## config.mk

```make
export PLATFORM = sky130hd
export DESIGN_NAME = resp_misr19
export DESIGN_NICKNAME = d
export VERILOG_FILES = /design/src/rtl/resp_misr19.sv
export SDC_FILE = /design/constraint.sdc
export NUM_CORES = 1
export LEC_CHECK = 0
export ABC_AREA = 1
export ABC_CLOCK_PERIOD_IN_PS = 1600
export CAP_MARGIN = 5
export CORE_UTILIZATION = 47
export CTS_BUF_LIST = sky130_fd_sc_hd__clkbuf_16
export DETAILED_ROUTE_END_ITERATION = 8
export PLACE_DENSITY = 0.82
export SLEW_MARGIN = 40
export SYNTH_ARGS = -nofsm -noshare
export SYNTH_HDL_FRONTEND = slang
export SYNTH_SLANG_ARGS = --single-unit
export TNS_END_PERCENT = 30
```

## constraint.sdc

```tcl
create_clock -name CK -period 1.6 [get_ports CK]
set_input_delay 0.16 -clock CK [delete_from_list [all_inputs] [get_ports CK]]
set_output_delay 0.16 -clock CK [all_outputs]
set_load 0.05 [all_outputs]
```

## src/rtl/resp_misr19.sv

```systemverilog
// ----------------------------------------------------------------------------
// resp_misr19 -- multiple-input signature register for response compaction.
//
// Absorbs the 19-bit primary-output vector of the core under test on every
// valid cycle of a run, using a Galois shift-left MISR. After CAPTURE_CNT
// absorbs it compares the signature against GOLDEN and reports PASS with a
// level DONE, which is held until the next accepted START or reset.
//
// Ports:
//   CK          in   clock, rising edge
//   RST_N       in   synchronous active-low reset
//   START       in   begin a run (only sampled in IDLE)
//   CAPTURE_CNT in   number of vectors to absorb, latched on START
//   RESP        in   response vector from the core
//   RESP_MASK   in   per-bit absorb mask (only with RESP_XMASK_EN)
//   RESP_VALID  in   absorb RESP this cycle (RUN only)
//   GOLDEN      in   expected final signature, sampled in CHECK
//   SIG         out  current signature
//   BUSY        out  high in RUN and CHECK
//   DONE        out  result valid (level)
//   PASS        out  SIG matched GOLDEN, valid while DONE=1
//
// Optional feature macro: RESP_XMASK_EN (adds RESP_MASK; masked bits absorb 0).
// ----------------------------------------------------------------------------
module resp_misr19 #(
   parameter int unsigned WIDTH = 19,
   parameter logic [WIDTH-1:0] POLY = 19'h00027,
   parameter logic [WIDTH-1:0] SEED = 19'h00000,
   parameter int unsigned CNT_W = 16
) (
   input  logic             CK,
   input  logic             RST_N,
   input  logic             START,
   input  logic [CNT_W-1:0] CAPTURE_CNT,
   input  logic [WIDTH-1:0] RESP,
`ifdef RESP_XMASK_EN
   input  logic [WIDTH-1:0] RESP_MASK,
`endif
   input  logic             RESP_VALID,
   input  logic [WIDTH-1:0] GOLDEN,
   output logic [WIDTH-1:0] SIG,
   output logic             BUSY,
   output logic             DONE,
   output logic             PASS
);

   typedef enum logic [1:0] {
      ST_IDLE  = 2'd0,
      ST_RUN   = 2'd1,
      ST_CHECK = 2'd2
   } state_t;

   localparam logic [CNT_W-1:0] CNT_ONE = CNT_W'(1);

   state_t            r_state;
   state_t            w_state_nxt;
   logic [WIDTH-1:0]  r_sig;
   logic [CNT_W-1:0]  r_cnt;
   logic              r_busy;
   logic              r_done;
   logic              r_pass;

   logic [WIDTH-1:0]  w_sig_nxt;
   logic [CNT_W-1:0]  w_cnt_nxt;
   logic              w_busy_nxt;
   logic              w_done_nxt;
   logic              w_pass_nxt;
   logic [WIDTH-1:0]  w_resp_abs;

   // One Galois shift-left step: shift, fold the outgoing MSB back through
   // the tap mask, then XOR in the response vector.
   function automatic logic [WIDTH-1:0] misr_step(
      input logic [WIDTH-1:0] sig,
      input logic [WIDTH-1:0] resp
   );
      logic [WIDTH-1:0] shifted;
      shifted = {sig[WIDTH-2:0], 1'b0};
      if (sig[WIDTH-1]) begin
         shifted = shifted ^ POLY;
      end else begin
         shifted = shifted;
      end
      return shifted ^ resp;
   endfunction

`ifdef RESP_XMASK_EN
   // Masked bits contribute zero so unknowns from uninitialised core flops
   // never reach the signature.
   assign w_resp_abs = RESP & ~RESP_MASK;
`else
   assign w_resp_abs = RESP;
`endif

   // State register; reset wins over every other input and aborts any run.
   always_ff @(posedge CK) begin
      if (!RST_N) begin
         r_state <= ST_IDLE;
      end else begin
         r_state <= w_state_nxt;
      end
   end

   // Next-state decode.
   always_comb begin
      w_state_nxt = r_state;
      case (r_state)
         ST_IDLE: begin
            if (START) begin
               w_state_nxt = (CAPTURE_CNT != '0) ? ST_RUN : ST_CHECK;
            end else begin
               w_state_nxt = ST_IDLE;
            end
         end
         ST_RUN: begin
            // Leaving on the absorb that consumes the last count.
            if (RESP_VALID && (r_cnt == CNT_ONE)) begin
               w_state_nxt = ST_CHECK;
            end else begin
               w_state_nxt = ST_RUN;
            end
         end
         ST_CHECK: begin
            w_state_nxt = ST_IDLE;
         end
         default: begin
            w_state_nxt = ST_IDLE;
         end
      endcase
   end

   // Next values of the datapath and the registered status outputs.
   always_comb begin
      w_sig_nxt  = r_sig;
      w_cnt_nxt  = r_cnt;
      w_done_nxt = r_done;
      w_pass_nxt = r_pass;
      w_busy_nxt = (w_state_nxt != ST_IDLE);
      case (r_state)
         ST_IDLE: begin
            // START beats RESP_VALID here: no absorb on the accept cycle.
            if (START) begin
               w_sig_nxt  = SEED;
               w_cnt_nxt  = CAPTURE_CNT;
               w_done_nxt = 1'b0;
               w_pass_nxt = 1'b0;
            end else begin
               w_sig_nxt  = r_sig;
            end
         end
         ST_RUN: begin
            if (RESP_VALID) begin
               w_sig_nxt = misr_step(r_sig, w_resp_abs);
               w_cnt_nxt = r_cnt - CNT_ONE;
            end else begin
               w_sig_nxt = r_sig;
            end
         end
         ST_CHECK: begin
            w_done_nxt = 1'b1;
            w_pass_nxt = (r_sig == GOLDEN);
         end
         default: begin
            w_sig_nxt = r_sig;
         end
      endcase
   end

   // Datapath and output registers.
   always_ff @(posedge CK) begin
      if (!RST_N) begin
         r_sig  <= SEED;
         r_cnt  <= '0;
         r_busy <= 1'b0;
         r_done <= 1'b0;
         r_pass <= 1'b0;
      end else begin
         r_sig  <= w_sig_nxt;
         r_cnt  <= w_cnt_nxt;
         r_busy <= w_busy_nxt;
         r_done <= w_done_nxt;
         r_pass <= w_pass_nxt;
      end
   end

   assign SIG  = r_sig;
   assign BUSY = r_busy;
   assign DONE = r_done;
   assign PASS = r_pass;

endmodule
```

After elaboration in Yosys (flattened, before gate mapping)
Index checks and enable logic that the tools add are counted.

Flip-flop bits (word level): 40. Latch bits: 0. Memory bits (writable): 0. Bits in read-only memories: 0. Input port bits: 58. Output and inout port bits: 22. Memories kept: 0.

Add/sub/neg operators: 1. Multipliers: 0. Divide/modulo/power cells: 0. Magnitude comparators: 0. Eq/ne operators: 6. Shift-type cells: 0. Mux-type cells: 16. Bitwise operators: 2. Reductions and logical operators: 8.

Operators by type and width (count): $mux 19 (4); $pmux 19 s2 (1); $mux 16 (2); $pmux 16 s2 (1); $eq 19x19->1 (1); $xor 19x19->19 (1); $eq 16x1->1 const B (1); $reduce_bool 16->1 (1); $sub 16x1->16 const B (1); $mux 2 (3); $mux 6 (1); $reduce_bool 2->1 (3); $ne 2x2->1 const B (2); $not 4->4 (1); $pmux 1 s2 (2); $pmux 2 s2 (1); $reduce_and 3->1 (1); $eq 2x1->1 const B (1); $eq 2x2->1 const B (1); $logic_not 2->1 (1); $reduce_and 2->1 (1); $logic_and 1x1->1 (1); $mux 1 (1).

Logic depth before layout (Yosys ltp)
Gate-level depths: netlist (run 1).

Word-level depth: 7. Mapped depth: 10. Mapped depth without buffers: 10.

Worst setup path after synthesis (run 1)
No wires, ideal clock.

Kind: reg-to-reg. From: register r_sig[18] (netlist: SIG[18]). To: register r_sig[5] (netlist: SIG[5]). Setup time: 0.119 ns. Data arrival time: 1.338 ns. Setup slack: 0.142 ns. Cell stages (with the launch flop): 6. Path through: dfxtp_1 -> buf_2 -> xor2_1 -> or2_2 -> nand3_1 -> a21oi_1.

Longest elaborated chain between the ends: 6.

Ends and longest elaborated chain: from (decl) (RTL line 57) `logic [WIDTH-1:0] r_sig;`; from (signal assigned) (RTL line 177) `r_sig <= w_sig_nxt;`; $mux 6 (RTL line 78) `if (sig[WIDTH-1]) begin`; $mux 19 (RTL line 151) `if (RESP_VALID) begin`; $mux 19 (RTL line 138) `case (r_state)`; $xor 19x19->19 (RTL line 83) `return shifted ^ resp;`; $mux 19 (RTL line 151); $pmux 19 s2 (RTL line 138).

No other way between the ends. The select of a mux whose other input is x is not followed. A chain may end at the register's enable or synchronous reset.

Final worst setup path (run 1)
From: register r_state[0]. To: register r_cnt[4].

Longest elaborated chain between the ends: 3.

Ends and longest elaborated chain: from (decl) (RTL line 55) `state_t r_state;`; from (signal assigned) (RTL line 99) `r_state <= w_state_nxt;`; $eq 2x1->1 or $logic_not 2->1 (tied branches) (RTL line 138); $ne 2x2->1 (no source line) or $reduce_bool 2->1 (tied branches); $reduce_and 3->1 (no source line); to (signal assigned) (RTL line 178) `r_cnt <= w_cnt_nxt;`; to (decl) (RTL line 58) `logic [CNT_W-1:0] r_cnt;`.

Several ways; a longest one is shown, not always the timed one.

==> qor.txt, run 1 <==
fraction of layout cells with a size suffix above 1: 0.116
post-CTS setup buffers: 0
clk slew on worst S/H paths: 60 ps
Setup Viol. Count Final: 0
Hold/Removal Path Class: reg -> reg
worst-path fanout max: 21
leading area contributor after synthesis: dfxtp_1
fin. max-slew vios: 0
Synth warnings: 0
Routed Antenna Nets: 0
fin crit share: 0.941
latest clock arrival within the worst-skew pair: 280 ps
ANT cells: 0
grt ovf: 0
iteration count of the initial detailed-routing pass: 4
DRC violations left: 0
Min-Delay Startpoint: DONE$_SDFFE_PN0P_
H-Tree Depth: 2
Core Area: 5240 µm²
I/O pin count: 80
global-route wire length before repair: 12400 µm
PD cells: 872 nW/µm²
nature of the critical path endpoint: register
worst IR drop on VDD: 0.582 mV
CTS max path bufs: 2
Tot GR Track Use: 0.260
DP Cell Count: 581
fmax: 664 MHz
buffers plus inverters on the worst setup path: 3
max_slew headroom: 0.732
Final Skew: 4.02 ps
CTS tree: done
Port Buffer Count: 79
Post-Layout Inst Area: 3710 µm²
hold depth: 2
Worst R2R Path Depth: 8
Worst EP arrival: 1710 ps
DIE HEIGHT: 76.9 µm
Lkg Pwr: 1.76 nW
initial antenna violation count: 0
flops & latches, synth: 40
most common cell after layout, fill and taps aside: nand2_1
area grow syn2layout: 41.0%
Die Area: 5910 µm²
layout net count: 578
DPL Wire Length: 5520 µm
placed cell area: 3520 µm²
Cells after Synth: 429
WHS Endpoint: DONE$_SDFFE_PN0P_
Post-Syn Area: 2630 µm²
total of max-cap violations: 0
Setup Total Neg Slack: 0 ps
largest net degree at the start of global routing: 22
initial DRC count: 268
clk root buf: clkbuf_16
final non-filler cell total: 589
Pwr Total: 3.24 mW
CP Launch Type: register
Least-Margin Pin Slew: 402 ps
Netlist cell types: 34
status: finished, final reports clean
vias in the first global route: 2701
unrepaired setup endpoints after global routing: no
CP delay by family, top: buffers and inverters
worst setup margin: 94.3 ps
vias post-DR: 2996
RR Endpoint: r_cnt[4]$_SDFFE_PN0P_
WL final: 7450 µm
Seq/Total Area, Yosys: 0.304
gpl congestion: 0.902
num rows: 26
Worst Path Class, Setup: reg -> reg
Final Critical Period: 1510 ps
pre-CTS setup slack: -1.00 ps
drt via density: 5.09
r2r setup slk: 90 ps
CTS Buf Count: 5
die width: 76.9 µm
WL/cell: 12.7 µm
CP cell instances: nand2_4 -> buf_4 -> nor2_8 -> nor2_8 -> inv_6 -> buf_4 -> o21ai_1 -> a31oi_1
final hold viol count: 0
CP max-delay cell: dfxtp_1
Initial Utilization: 0.503
Synth top area share: 0.304
syn_area_per_cell: 6.14 µm²
most frequent cells in the layout: 128 x nand2_1, 58 x nor2_1, 57 x clkdlybuf4s50_1, 54 x inv_1, 40 x dfxtp_1
Synthesized Nets: 489
CTS sink count: 40
Worst EP required: 1800 ps
Crit Reg-Reg Startpoint: r_state[0]$_SDFF_PN0_
crit-path max cell delay: 400 ps
top cells by area, synth: dfxtp_1 30%, nand2_1 18%, nor2_1 8.3%, inv_1 7.8%, a21oi_1 7.2%
==> worst min-delay path, delay by kind of cell (launching register included) <==
| family | cells | cell delay, ps |
|---|---|---|
| simple gates | 1 | 60 |
| flops | 1 | 320 |
| compound gates | 1 | 50 |
==> flip-flops by register name, summed over array words and instances (netlist names) <==
signal / count
BUSY: 1
DONE: 1
PASS: 1
SIG: 19
r_cnt: 16
r_state: 2
==> cell families (layout without fill, tap and decap cells) <==
kind of cell             Yosys count  in the layout  share of synthesized area
AO/OA/AOI/OAI                     75             75                      0.148
XOR/XNOR                          22             22                     0.0732
adder cells (fa/ha/maj)            2              2                    0.00950
buffers and inverters             71            161                      0.115
flip-flops                        40             40                      0.304
AND/OR/NAND/NOR                  219            219                      0.350
==> worst max path at each step <==
| stage | from | to | depth (start not counted) |
|---|---|---|---|
| 5_1_grt | r_state[0]$_SDFF_PN0_ | r_cnt[5]$_SDFFE_PN0P_ | 8 |
| 3_3_place_gp | RESP_VALID | r_cnt[5]$_SDFFE_PN0P_ | 8 |
| 2_1_floorplan | SIG[18]$_SDFFE_PN0P_ | SIG[5]$_SDFFE_PN0P_ | 5 |
| 3_5_place_dp | RESP_VALID | r_cnt[4]$_SDFFE_PN0P_ | 8 |
| 4_1_cts | r_cnt[1]$_SDFFE_PN0P_ | r_cnt[10]$_SDFFE_PN0P_ | 9 |
| 6_report | r_state[0]$_SDFF_PN0_ | r_cnt[4]$_SDFFE_PN0P_ | 8 |
==> layer usage <==
layer,vias to the layer above,global-route usage,share of wire
li1,1521,-,-
met1,1354,0.334,0.43
met2,101,0.440,0.48
met3,20,0.0381,0.061
met4,0,0.0923,0.022
met5,-,0,0
==> power by group <==
| part | total [mW] | leakage, nW | internal [mW] | switching [mW] |
|---|---|---|---|---|
| sequential | 1.14 | 0.328 | 1.07 | 0.0776 |
| combinational | 0.976 | 1.36 | 0.419 | 0.557 |
| clock | 1.12 | 0.0789 | 0.725 | 0.396 |
| total | 3.24 | 1.76 | 2.21 | 1.03 |
==> per-stage QoR <==
step	hold slack [ps]	util
floorplan	302	-
detailed placement	480	0.672
CTS	486	0.704
global placement	462	0.672
global route	498	0.709
finish	489	0.709
==> cells in the mapped netlist, drive strengths merged <==
cell type	number
xnor2	3
nor3	2
a21oi	38
nand3	19
nand2	130
nand4	2
o31ai	1
a21o	1
clkbuf	4
nand3b	1
and3	1
o21ai	30
a211oi	1
a31oi	2
dfxtp	40
a21boi	1
o21a	1
ha	2
inv	58
xor2	19
buf	9
or2	2
nor2	62
==> area by class of cell <==
cell class,instances,area (µm²)
multi-input cells,318,1560
inverters,58,226
clock inverters,3,37.5
repair buffers,95,881
fillers,445,1520
well taps,70,87.6
flip-flops and latches,40,801
clock buffers,5,125
==> what timing repair did <==
action                                  CTS  global route
endpoints found under the setup margin    0             4
gates resized for setup                   0             6
endpoints found under the hold margin     0             0
hold buffers                              0             0
Power figures use the tool's default switching activity.
==> inputs of run 2 (changes only) <==
--- a/config.mk
+++ b/config.mk
@@ -8,6 +8,7 @@
 export ABC_AREA = 1
 export ABC_CLOCK_PERIOD_IN_PS = 1600
 export CAP_MARGIN = 5
+export CORE_MARGIN = 3
 export CORE_UTILIZATION = 47
 export CTS_BUF_LIST = sky130_fd_sc_hd__clkbuf_16
 export DETAILED_ROUTE_END_ITERATION = 8
==> qor.txt, run 2 (synthesis results as in run 1) <==
status: finished, final reports clean (unchanged)
Pwr Total: 3.29 mW (was 3.24 mW)
Routed Antenna Nets: 0 (unchanged)
Worst EP required: 1780 ps (was 1800 ps)
global-route wire length before repair: 11900 µm (was 12400 µm)
area grow syn2layout: 41.6% (was 41.0%)
fraction of layout cells with a size suffix above 1: 0.119 (was 0.116)
final core occ: 0.708 (was 0.709)
largest net degree at the start of global routing: 25 (was 22)
CP max-delay cell: dfxtp_1 (unchanged)
Least-Margin Pin Slew: 513 ps (was 402 ps)
Hold/Removal Path Class: reg -> reg (unchanged)
iteration count of the initial detailed-routing pass: 5 (was 4)
Final Critical Period: 1500 ps (was 1510 ps)
clock share of power: 0.356 (was 0.346)
num rows: 26 (unchanged)
worst IR drop on VDD: 0.557 mV (was 0.582 mV)
CP Launch Type: register (unchanged)
DIE HEIGHT: 80.9 µm (was 76.9 µm)
CTS Buf Count: 5 (unchanged)
most frequent cells in the layout: 128 x nand2_1, 57 x nor2_1, 57 x clkdlybuf4s50_1, 55 x inv_1, 40 x dfxtp_1 (was 128 x nand2_1, 58 x nor2_1, 57 x clkdlybuf4s50_1, 54 x inv_1, 40 x dfxtp_1)
CTS tree: done (unchanged)
vias in the first global route: 2680 (was 2701)
layout net count: 579 (was 578)
crit-path max cell delay: 330 ps (was 400 ps)
ANT cells: 0 (unchanged)
Die Area: 6540 µm² (was 5910 µm²)
Initial Utilization: 0.500 (was 0.503)
DPL Wire Length: 5550 µm (was 5520 µm)
final hold viol count: 0 (unchanged)
Final Skew: 2.42 ps (was 4.02 ps)
fmax: 667 MHz (was 664 MHz)
Worst EP arrival: 1680 ps (was 1710 ps)
CTS sink count: 40 (unchanged)
initial DRC count: 195 (was 268)
initial antenna violation count: 0 (unchanged)
worst-path fanout max: 3 (was 21)
total of max-cap violations: 0 (unchanged)
sequential power share: 0.346 (was 0.353)
most common cell after layout, fill and taps aside: nand2_1 (unchanged)
Power Internal: 2.23 mW (was 2.21 mW)
grt ovf: 0 (unchanged)
PD cells: 883 nW/µm² (was 872 nW/µm²)
Setup Viol. Count Final: 0 (unchanged)
Worst Path Class, Setup: reg -> reg (unchanged)
combinational share of power: 0.297 (was 0.301)
Core Area: 5270 µm² (was 5240 µm²)
clk slew on worst S/H paths: 60 ps (about the same)
number of flip-flops in the largest register: 19 (unchanged)
most frequent CP cell: nand2_1
CTS max path bufs: 2 (unchanged)
nature of the critical path endpoint: register (unchanged)
sw frac: 0.323 (was 0.318)
CP cell instances: inv_1 -> ha_2 -> nand3_2 -> nor2_4 -> buf_4 -> nand2_1 -> nand2_1 -> nand2_1 -> a21oi_1 -> nor2_1 (was nand2_4 -> buf_4 -> nor2_8 -> nor2_8 -> inv_6 -> buf_4 -> o21ai_1 -> a31oi_1)
max_slew headroom: 0.657 (was 0.732)
H-Tree Depth: 2 (unchanged)
Port Buffer Count: 79 (unchanged)
fin. max-slew vios: 0 (unchanged)
DRC violations left: 0 (unchanged)
WL/cell: 12.8 µm (was 12.7 µm)
die width: 80.9 µm (was 76.9 µm)
fin crit share: 0.938 (was 0.941)
I/O pin count: 80 (unchanged)
Hold-fix buffers, CTS: 0 (unchanged)
latest clock arrival within the worst-skew pair: 280 ps (about the same)
Tot GR Track Use: 0.230 (was 0.260)
Lkg Pwr: 1.78 nW (was 1.76 nW)
WL final: 7550 µm (was 7450 µm)
drt via density: 4.96 (was 5.09)
gpl congestion: 0.926 (was 0.902)
Fin Hold WS: 473 ps (was 489 ps)
P_sw: 1.06 mW (was 1.03 mW)
clk root buf: clkbuf_16 (unchanged)
Setup Total Neg Slack: 0 ps (unchanged)
vias post-DR: 2924 (was 2996)
==> run 2: cell types whose count changed in the layout (fill, tap and decap cells not counted), sizes merged <==
cell    delta
clkinv     -2
inv        +2
buf        +1
==> run 2: layout make-up <==
| class | count | area (µm²) |
|---|---|---|
| multi-input cells | 318 | 1550 |
| fillers | 456 | 1540 |
| repair buffers | 96 | 901 |
| flip-flops and latches | 40 | 801 |
| inverters | 58 | 223 |
| clock buffers | 5 | 125 |
| well taps | 70 | 87.6 |
| clock inverters | 3 | 46.3 |
==> run 2: metrics by stage <==
| step | cell area, µm² | worst slack (ps) | cells |
|---|---|---|---|
| floorplan | 2630 | 142 | 429 |
| global placement | 3530 | 41.5 | 581 |
| detailed placement | 3530 | 2.84 | 581 |
| CTS | 3710 | 22.5 | 589 |
| global route | 3730 | -4.39 | 590 |
| finish | 3730 | 99.7 | 590 |
==> run 2: worst paths after layout <==
| path | startpoint | end | slack, ps | cells past startpoint |
|---|---|---|---|---|
| min reg2reg | DONE$_SDFFE_PN0P_ | DONE$_SDFFE_PN0P_ | 470 | 2 |
| max reg2reg | r_cnt[1]$_SDFFE_PN0P_ | r_cnt[14]$_SDFFE_PN0P_ | 100 | 10 |
| max | r_cnt[1]$_SDFFE_PN0P_ | r_cnt[14]$_SDFFE_PN0P_ | 100 | 10 |
| min | DONE$_SDFFE_PN0P_ | DONE$_SDFFE_PN0P_ | 470 | 2 |
==> run 2: power by group through the flow <==
stage	registers (mW)	logic, mW	clock network [mW]
floorplan	1.22	0.518	0
detailed placement	1.16	0.933	0
global route	1.15	1.08	1.22
finish	1.14	0.979	1.17
global placement	1.16	0.919	0
CTS	1.14	0.954	1.19
==> run 2: timing repair <==
item / CTS / global route
gates resized for setup: 0 / 4
setup endpoints to repair: 0 / 3
setup buffers: 0 / 1
==> run 2: worst max-delay path: cells and delay by family (launching register included) <==
kind | cells | cell delay (ps)
buf+inv | 2 | 240
compound gates | 1 | 130
simple gates | 6 | 470
flops | 1 | 330
fa+ha+maj | 1 | 220
==> run 2: per-layer routing <==
layer | global-route usage | vias to the layer above | routed length [µm]
li1 | - | 1518 | -
met3 | 0.0355 | 16 | 484
met2 | 0.381 | 108 | 3580
met4 | 0.0811 | 0 | 158
met5 | 0 | - | 0
met1 | 0.302 | 1282 | 3330
